===== config.mk =====
export PLATFORM = sky130hd
export DESIGN_NAME = emissor_voto
export DESIGN_NICKNAME = d
export VERILOG_FILES = /design/src/rtl/emissor_voto.sv
export SDC_FILE = /design/constraint.sdc
export NUM_CORES = 1
export LEC_CHECK = 0
export ABC_AREA = 1
export BUFFER_PORTS_ARGS = -buffer_cell sky130_fd_sc_hd__buf_2
export CAP_MARGIN = 40
export CORE_AREA = 2 2 93 73
export CTS_BUF_LIST = sky130_fd_sc_hd__clkbuf_4 sky130_fd_sc_hd__clkbuf_8
export DETAILED_ROUTE_END_ITERATION = 7
export DIE_AREA = 0 0 95 75
export GPL_TIMING_DRIVEN = 1
export SLEW_MARGIN = 20
export SYNTH_ARGS = -nofsm -noshare
export SYNTH_HDL_FRONTEND = slang
export SYNTH_SLANG_ARGS = --single-unit
export TNS_END_PERCENT = 5

===== constraint.sdc =====
create_clock -name clk -period 2 [get_ports clk]
set_input_delay 0.4 -clock clk [delete_from_list [all_inputs] [get_ports clk]]
set_output_delay 0.4 -clock clk [all_outputs]
set_load 0.01 [all_outputs]

===== src/rtl/emissor_voto.sv =====
// Ballot transmitter: queues candidate requests and sends each as two strobed 4-bit digits.
// It then checks the returned status, and finally raises the sticky close-of-poll line.
module emissor_voto #(
  parameter int QDEPTH      = 4,
  parameter int HOLD_CYC    = 2,
  parameter int ACK_TIMEOUT = 16
) (
  input  logic       clk,
  input  logic       rst,
  input  logic       req_valid,
  input  logic [1:0] req_cand,
  output logic       req_ready,
  input  logic       close_req,
  output logic [3:0] digito,
  output logic       valid_out,
  output logic       finish_out,
  input  logic       status_vld,
  input  logic       status_in,
  output logic       busy,
  output logic [7:0] sent_count,
  output logic [7:0] mismatch_count,
  output logic       timeout_err
);
  localparam int AW   = (QDEPTH > 1) ? $clog2(QDEPTH) : 1;
  localparam int CMAX = (HOLD_CYC > ACK_TIMEOUT) ? HOLD_CYC : ACK_TIMEOUT;
  localparam int CW   = $clog2(CMAX + 1);
  localparam logic [AW:0]   FULL_CNT  = (AW+1)'(QDEPTH);
  localparam logic [CW-1:0] HOLD_LAST = CW'(HOLD_CYC - 1);
  localparam logic [CW-1:0] ACK_LAST  = CW'(ACK_TIMEOUT - 1);
  localparam logic [CW-1:0] CNT_MAX   = CW'(CMAX);

  typedef enum logic [2:0] {
    IDLE, D1_HOLD, D1_STB, D2_HOLD, D2_STB, WAIT_ACK, CLOSE, DONE
  } state_t;

  state_t        state_q, state_d;
  logic [CW-1:0] tcnt_q, tcnt_d;
  logic [1:0]    mem_q [QDEPTH];
  logic [AW-1:0] wr_ptr_q, rd_ptr_q;
  logic [AW:0]   fill_q;
  logic [1:0]    cur_q;
  logic          closing_q;
  logic [3:0]    digito_q, digit_d;
  logic          valid_q, finish_q, busy_q, tmo_q;
  logic [7:0]    sent_q, mism_q;
  logic          push, pop, full, empty, ack, tmo_evt, exp_status;

  function automatic logic [3:0] digit_of(input logic [1:0] cand, input logic second);
    if (cand[1])      return 4'b0000;
    else if (cand[0]) return 4'b0010;
    else              return second ? 4'b0011 : 4'b0001;
  endfunction

  assign full       = (fill_q == FULL_CNT);
  assign empty      = (fill_q == '0);
  assign req_ready  = !full && !closing_q && (state_q != DONE);
  assign push       = req_valid && req_ready;
  assign exp_status = ~cur_q[1];

  always_ff @(posedge clk or posedge rst) begin
    if (rst) begin
      wr_ptr_q <= '0;
      rd_ptr_q <= '0;
      fill_q   <= '0;
    end else begin
      if (push) wr_ptr_q <= wr_ptr_q + 1'b1;
      if (pop)  rd_ptr_q <= rd_ptr_q + 1'b1;
      case ({push, pop})
        2'b10:   fill_q <= fill_q + 1'b1;
        2'b01:   fill_q <= fill_q - 1'b1;
        default: fill_q <= fill_q;
      endcase
    end
  end

  always_ff @(posedge clk) begin
    if (push) mem_q[wr_ptr_q] <= req_cand;
  end

  always_comb begin
    state_d = state_q;
    pop     = 1'b0;
    ack     = 1'b0;
    tmo_evt = 1'b0;
    case (state_q)
      IDLE: begin
        if (!empty) begin
          pop     = 1'b1;
          state_d = D1_HOLD;
        end else if (closing_q) begin
          state_d = CLOSE;
        end
      end
      D1_HOLD:  if (tcnt_q == HOLD_LAST) state_d = D1_STB;
      D1_STB:   state_d = D2_HOLD;
      D2_HOLD:  if (tcnt_q == HOLD_LAST) state_d = D2_STB;
      D2_STB:   state_d = WAIT_ACK;
      WAIT_ACK: begin
        if (status_vld) begin
          ack     = 1'b1;
          state_d = IDLE;
        end else if (tcnt_q == ACK_LAST) begin
          tmo_evt = 1'b1;
          state_d = IDLE;
        end
      end
      CLOSE:    state_d = DONE;
      DONE:     state_d = DONE;
      default:  state_d = IDLE;
    endcase
  end

  // One counter serves both hold and ack windows; it restarts on every state change.
  always_comb begin
    tcnt_d = tcnt_q;
    if (state_d != state_q)   tcnt_d = '0;
    else if (tcnt_q != CNT_MAX) tcnt_d = tcnt_q + 1'b1;
  end

  always_comb begin
    digit_d = 4'b0000;
    case (state_q)
      D1_HOLD, D1_STB: digit_d = digit_of(cur_q, 1'b0);
      D2_HOLD, D2_STB: digit_d = digit_of(cur_q, 1'b1);
      default:         digit_d = 4'b0000;
    endcase
  end

  always_ff @(posedge clk or posedge rst) begin
    if (rst) begin
      state_q   <= IDLE;
      tcnt_q    <= '0;
      cur_q     <= '0;
      closing_q <= 1'b0;
      digito_q  <= '0;
      valid_q   <= 1'b0;
      finish_q  <= 1'b0;
      busy_q    <= 1'b0;
      sent_q    <= '0;
      mism_q    <= '0;
      tmo_q     <= 1'b0;
    end else begin
      state_q   <= state_d;
      tcnt_q    <= tcnt_d;
      if (pop) cur_q <= mem_q[rd_ptr_q];
      closing_q <= closing_q | (close_req && (state_q != DONE));
      digito_q  <= digit_d;
      valid_q   <= (state_q == D1_STB) || (state_q == D2_STB);
      finish_q  <= finish_q | (state_q == CLOSE);
      busy_q    <= !((state_d == IDLE) || (state_d == DONE));
      if (ack && (sent_q != 8'hFF)) sent_q <= sent_q + 8'd1;
      if (ack && (status_in != exp_status) && (mism_q != 8'hFF)) mism_q <= mism_q + 8'd1;
      tmo_q     <= tmo_q | tmo_evt;
    end
  end

  assign digito         = digito_q;
  assign valid_out      = valid_q;
  assign finish_out     = finish_q;
  assign busy           = busy_q;
  assign sent_count     = sent_q;
  assign mismatch_count = mism_q;
  assign timeout_err    = tmo_q;
endmodule

* Yosys cells after proc, flatten, opt, wreduce, memory -nomap -nowiden
Memory sizes are Yosys's and may differ from the RTL's. A register that Yosys moved wholly into a read port is not among the register bits.
Index checks and enable logic that the tools add are counted.
** Word-level totals
- Input port bits :: 8
- Memories kept :: 1
- Word-level logic and storage cells :: 88
- Flip-flop bits (word level) :: 40
- Memory bits (writable) :: 8
- Output and inout bits :: 25
** Cells by class
- Equal/unequal tests :: 19
- Bitwise logic cells :: 4
- Add/subtract/negate cells :: 7
- Reductions and logical operators :: 20
- Muxes and demuxes :: 24
** Memories
- mem_q :: depth 4, width 2, read ports 1, clocked after memory_dff 1, wr ports 1, RTL line 38 : logic [1:0] mem_q [QDEPTH];
** Operators with widths (count)
- $pmux 3 s7 :: 1
- $eq 3x3->1 const B :: 6
- $mux 3 :: 6
- $add 8x1->8 const B :: 2
- $ne 8x8->1 const B :: 2
- $mux 1 :: 10
- $mux 5 :: 2
- $logic_not 3->1 :: 3
- $pmux 4 s2 :: 1
- $logic_and 1x1->1 :: 7
- $eq 3x2->1 const B :: 2
- $mux 2 :: 3
- $pmux 3 s2 :: 1
- $reduce_or 2->1 :: 3
- $add 5x1->5 const B :: 1
- $eq 5x1->1 const B :: 1
- $eq 5x4->1 const B :: 1
- $ne 5x5->1 const B :: 1
- $add 2x1->2 const B :: 2
- $reduce_bool 2->1 :: 2
- $add 3x1->3 const B :: 1
- $eq 3x1->1 const B :: 1
- $logic_not 1->1 :: 3
- $ne 3x3->1 :: 1
- other kinds (8) :: 11

* Longest topological paths before layout
- Word-level depth :: 7
- Mapped depth :: 11
- Mapped depth without buffers :: 11

* Least setup slack after synthesis
No wires, ideal clock.
- Kind :: reg-to-reg
- Start :: reg state_q[0]
- End :: reg fill_q[2]
- Stages on the path, launching flop included :: 12
- Required time :: 1869 ps
- Setup time :: 131 ps
- Setup slack :: -90 ps
- Data arrival time :: 1959 ps
- Path buffers :: 0
- Period minus slack after synthesis :: 2090 ps
- Cells stage by stage :: dfrtp_1 -> inv_1 -> nand2_1 -> nor2_1 -> nand2_1 -> inv_1 -> ha_1 -> inv_1 -> fa_1 -> a21oi_1 -> o21ai_0 -> xor2_1
** On the way
- Elaborated cells between the ends (all ways) :: 9
- Classes of those cells :: eq/ne: 3; mux: 2; reduce/logical: 4
** RTL lines
- from (decl) :: RTL line 36 : state_t state_q, state_d;
- from (signal assigned) :: RTL line 143 : state_q <= state_d;
- $logic_not 3->1 (*) :: RTL line 85 : case (state_q)
- $mux 1 (*) :: RTL line 85
- net pop :: RTL line 46 : logic push, pop, full, empty, ack, tmo_evt, exp_status;
- $eq 2x1->1 / $eq 2x2->1 (equally long branches) :: RTL line 68 : case ({push, pop})
- $pmux 3 s2 / $reduce_bool 2->1 (equally long branches)
- to (signal assigned) :: RTL line 69 : 2'b10: fill_q <= fill_q + 1'b1;
- to (signal assigned) :: RTL line 70 : 2'b01: fill_q <= fill_q - 1'b1;
- to (signal assigned) :: RTL line 71 : default: fill_q <= fill_q;
- to (decl) :: RTL line 40 : logic [AW:0] fill_q;
The timed path passes the listed nets; every way through them passes the cells marked *.
A chain may end at the register's enable or synchronous reset.

* Worst setup path after layout
- Start :: reg state_q[1]
- End :: reg fill_q[2]
Same word-level chain as after synthesis.

==> qor.tcl <==
set qor(drive_above_1_share_pct) 20.4
set qor(worst_r2r_startpoint) {state_q[1]}
set qor(setup.worst_path.class) {reg -> reg}
set qor(drt_iter0_markers) 53
set qor(clkSlewWorstSetupHoldPaths_ns) 0.09
set qor(worst_hold_path_type) {in -> async}
set qor(run_status) {finished, final reports clean}
set qor(arrival_time_worst_endpoint_ns) 2.02
set qor(final.hold.worst_slack_ns) 0.216
set qor(crit_chain) {inv_2 -> nand2_1 -> nor2_2 -> nand2_1 -> inv_1 -> ha_1 -> inv_1 -> fa_2 -> a21oi_2 -> o21ai_1 -> xor2_1}
set qor(gp_congestion) 0.756
set qor(dr.pass1.iters) 4
set qor(cts-root-to-sink-buffers) 2
set qor(cts_tree) {yes}
set qor(placement_rows) 25
set qor(dr_total_vias) 1786
set qor(clkLatencyLatePin_ns) 0.29
set qor(grt_antenna_before_repair) 0
set qor(setup.reg_to_reg.worst_slack_ns) 0.16
set qor(dieWidth_um) 95
set qor(synthesis.instances) 272
set qor(ir_worst_vdd_uv) 395
set qor(crit_family) {adder cells}
set qor(maxCapViolCount) 0
set qor(synth_warnings) 0
set qor(vias_per_inst) 4.47
set qor(h_tree_levels) 2
set qor(avgRoutedWirePerCell_um) 10.7
set qor(gr-usage-all-layers_pct) 13.3
set qor(cts_hold_repair.buffers) 0
set qor(r2r.worst_path.cells) 11
set qor(timing_hold_violations_final) 0
set qor(setup_repair_after_global_routing_missed_its_margin) {yes}
set qor(power.density_mw_per_mm2) 1240
set qor(globalRouteOverflowTotal) 0
set qor(max_transition_viols_final) 0
set qor(cellLeakagePower_uw) 0.00142
set qor(dp_hpwl_um) 3230
set qor(setup_viol_count_final) 0
set qor(die-area_mm2) 0.00713
set qor(worstMarginPinSlew_ns) 0.508
set qor(maxClockFrequency_mhz) 542
set qor(chipHeight_um) 75
set qor(max_stage_delay_ns) 0.41
set qor(number_of_buffers_added_by_the_clock_tree_synthesis_step) 5
set qor(critical-path-slowest-cell) {sky130_fd_sc_hd__dfrtp_1}
set qor(clock_sink_count) 48
set qor(critical_path.startpoint_type) {flop}
set qor(worstReg2RegEnd) {fill_q[2]}
set qor(layout_worst_path_cycle_share_pct) 92.2
set qor(synthesis.area_mm2) 0.00246
set qor(post_layout_nonfiller_instances) 400
set qor(dpl.cell_count) 391
set qor(first_pass_grt_wire_length_um) 7360
set qor(post_detailed_placement_cell_area_mm2) 0.00277
set qor(postSynthAreaPerCell_um2) 9.05
set qor(area_growth_pct) 17.2
set qor(clock_tree.root_cell) {sky130_fd_sc_hd__clkbuf_8}
set qor(post-route-drc-count) 0
set qor(yosysSeqAreaShare_pct) 50.4
set qor(min_period_ns) 1.84
set qor(final_design_area_no_fill_mm2) 0.00289
set qor(floorplan.initialDensity_pct) 39.9
set qor(finalNetCount) 338
set qor(ios) 33
set qor(worst_ep_required_time_ns) 2.17
set qor(fin_skew_ns) 0.00911
set qor(floorplan.core_area_mm2) 0.00616
set qor(antenna_left) 0
set qor(cp.buffers_inverters) 3
set qor(portBuffers) 30
set qor(worstPathMaxFanout) 4
set qor(worst_setup_path_end_kind) {flop}
set qor(rel_slew_slack_pct) 66.1
set qor(drt_wl_total_um) 4260
set qor(pin_count_of_the_biggest_net_entering_global_routing) 41
set qor(cell_variety_after_synth) 34
set qor(diodes) 0
set qor(grt_pass1_vias) 1647
set qor(postSynthRegisterBits) 48
==> through the flow <==
step | setup TNS, ns | util, % | setup slack, ns | power, uW
2_1_floorplan | -0.0628 | - | -0.0628 | 2470
3_3_place_gp | 0 | 45.0 | 0.125 | 2940
3_5_place_dp | 0 | 45.0 | 0.0738 | 2960
4_1_cts | 0 | 46.6 | 0.0497 | 3590
5_1_grt | -0.00538 | 46.8 | -0.00538 | 3920
6_report | 0 | 46.8 | 0.156 | 3580
==> timing repair <==
item                                    CTS  global route
setup buffers                             0             1
endpoints found under the setup margin    0             8
resized for setup                         0             7
==> worst max-delay path by stage <==
stage | startpoint | end | slack [ns] | depth (start not counted)
finish | state_q[1] | fill_q[2] | 0.16 | 11
global route | state_q[0] | fill_q[2] | -0.005 | 11
CTS | state_q[1] | fill_q[2] | 0.05 | 11
detailed placement | state_q[1] | fill_q[2] | 0.07 | 11
global placement | state_q[1] | fill_q[2] | 0.13 | 11
floorplan | state_q[2] | fill_q[2] | -0.06 | 10
==> layer usage <==
metal,GRT usage [%],up-vias,share of wire [%]
met5,0,-,0
met4,3.86,0,0.96
met3,3.70,5,4.9
met2,19.6,31,41
met1,19.1,801,53
li1,-,949,-
==> registers in the layout, summed over array words and instances, names as in the netlist <==
signal / flops
mem_q: 8
mismatch_count: 8
sent_count: 8
tcnt_q: 5
fill_q: 3
state_q: 3
cur_q: 2
digito: 2
rd_ptr_q: 2
wr_ptr_q: 2
busy: 1
closing_q: 1
finish_out: 1
timeout_err: 1
valid_out: 1
==> where the power goes <==
part           total (uW)  internal [uW]  switching (uW)
Clock                 620            310             310
Sequential           1520           1270             253
Combinational        1440            599             839
Total                3580           2180            1400
==> tightest hold or removal path, stage by stage <==
cell and delay (ns):
sky130_fd_sc_hd__buf_2 0.09, sky130_fd_sc_hd__inv_1 0.04, sky130_fd_sc_hd__buf_4 0.42
==> logic make-up (layout without fill, tap and decap cells) <==
kind of cell	Yosys count	in the layout	share of synthesized area [%]
AO/OA/AOI/OAI	31	31	8.08
AND/OR/NAND/NOR	112	112	19.7
XOR/XNOR	21	21	7.47
other	1	2	0.152
buffers and inverters	47	93	7.78
flip-flops	48	48	50.4
adder cells (fa/ha/maj)	12	12	6.41
==> cell usage in the layout, fill, tap and decap left out, types with 2 or more instances in the layout <==
| cell type | synthesis | layout |
|---|---|---|
| sky130_fd_sc_hd__nand2_1 | 51 | 51 |
| sky130_fd_sc_hd__inv_1 | 42 | 41 |
| sky130_fd_sc_hd__dfrtp_1 | 40 | 40 |
| sky130_fd_sc_hd__nor2_1 | 31 | 30 |
| sky130_fd_sc_hd__buf_2 | 0 | 30 |
| sky130_fd_sc_hd__xor2_1 | 16 | 16 |
| sky130_fd_sc_hd__nand3_1 | 13 | 13 |
| sky130_fd_sc_hd__o21ai_0 | 16 | 12 |
| sky130_fd_sc_hd__ha_1 | 11 | 11 |
| sky130_fd_sc_hd__buf_4 | 2 | 11 |
| sky130_fd_sc_hd__edfxtp_1 | 8 | 8 |
| sky130_fd_sc_hd__clkbuf_8 | 0 | 6 |
| sky130_fd_sc_hd__o21ai_1 | 1 | 5 |
| sky130_fd_sc_hd__xnor2_1 | 5 | 5 |
| sky130_fd_sc_hd__nor3_1 | 4 | 4 |
| sky130_fd_sc_hd__inv_2 | 2 | 3 |
| sky130_fd_sc_hd__nor2_2 | 2 | 3 |
| sky130_fd_sc_hd__nand4_1 | 3 | 3 |
| sky130_fd_sc_hd__a21oi_1 | 3 | 2 |
| sky130_fd_sc_hd__nand3_2 | 2 | 2 |
| sky130_fd_sc_hd__nand3b_1 | 2 | 2 |
| sky130_fd_sc_hd__and2_1 | 2 | 2 |
| sky130_fd_sc_hd__a31oi_1 | 3 | 2 |
| sky130_fd_sc_hd__conb_1 | 1 | 2 |
| sky130_fd_sc_hd__clkbuf_4 | 0 | 2 |
==> Yosys cell counts, drive strengths merged <==
| cell | number | area share (%) |
|---|---|---|
| nand2 | 52 | 8.0 |
| inv | 44 | 6.7 |
| dfrtp | 40 | 41 |
| nor2 | 33 | 5.2 |
| o21ai | 18 | 3.8 |
| xor2 | 16 | 5.7 |
| nand3 | 15 | 3.5 |
| ha | 11 | 5.6 |
| edfxtp | 8 | 9.8 |
| xnor2 | 5 | 1.8 |
| a21oi | 4 | 1.3 |
| nor3 | 4 | 0.81 |
| a31oi | 3 | 0.76 |
| buf | 3 | 1.1 |
| nand4 | 3 | 0.76 |
| and2 | 2 | 0.51 |
| nand3b | 2 | 0.61 |
| o21a | 2 | 0.92 |
| a21boi | 1 | 0.31 |
| a31o | 1 | 0.36 |
| and3 | 1 | 0.25 |
| conb | 1 | 0.15 |
| fa | 1 | 0.81 |
| o21bai | 1 | 0.31 |
| o32ai | 1 | 0.36 |
==> area by class of cell <==
| class | count | area [um^2] |
|---|---|---|
| fillers | 593 | 3280 |
| flip-flops and latches | 48 | 1240 |
| multi-input cells | 178 | 1050 |
| repair buffers | 41 | 233 |
| inverters | 44 | 165 |
| well taps | 81 | 101 |
| clock buffers | 8 | 97.6 |
(Power assumes the default switching activity.)
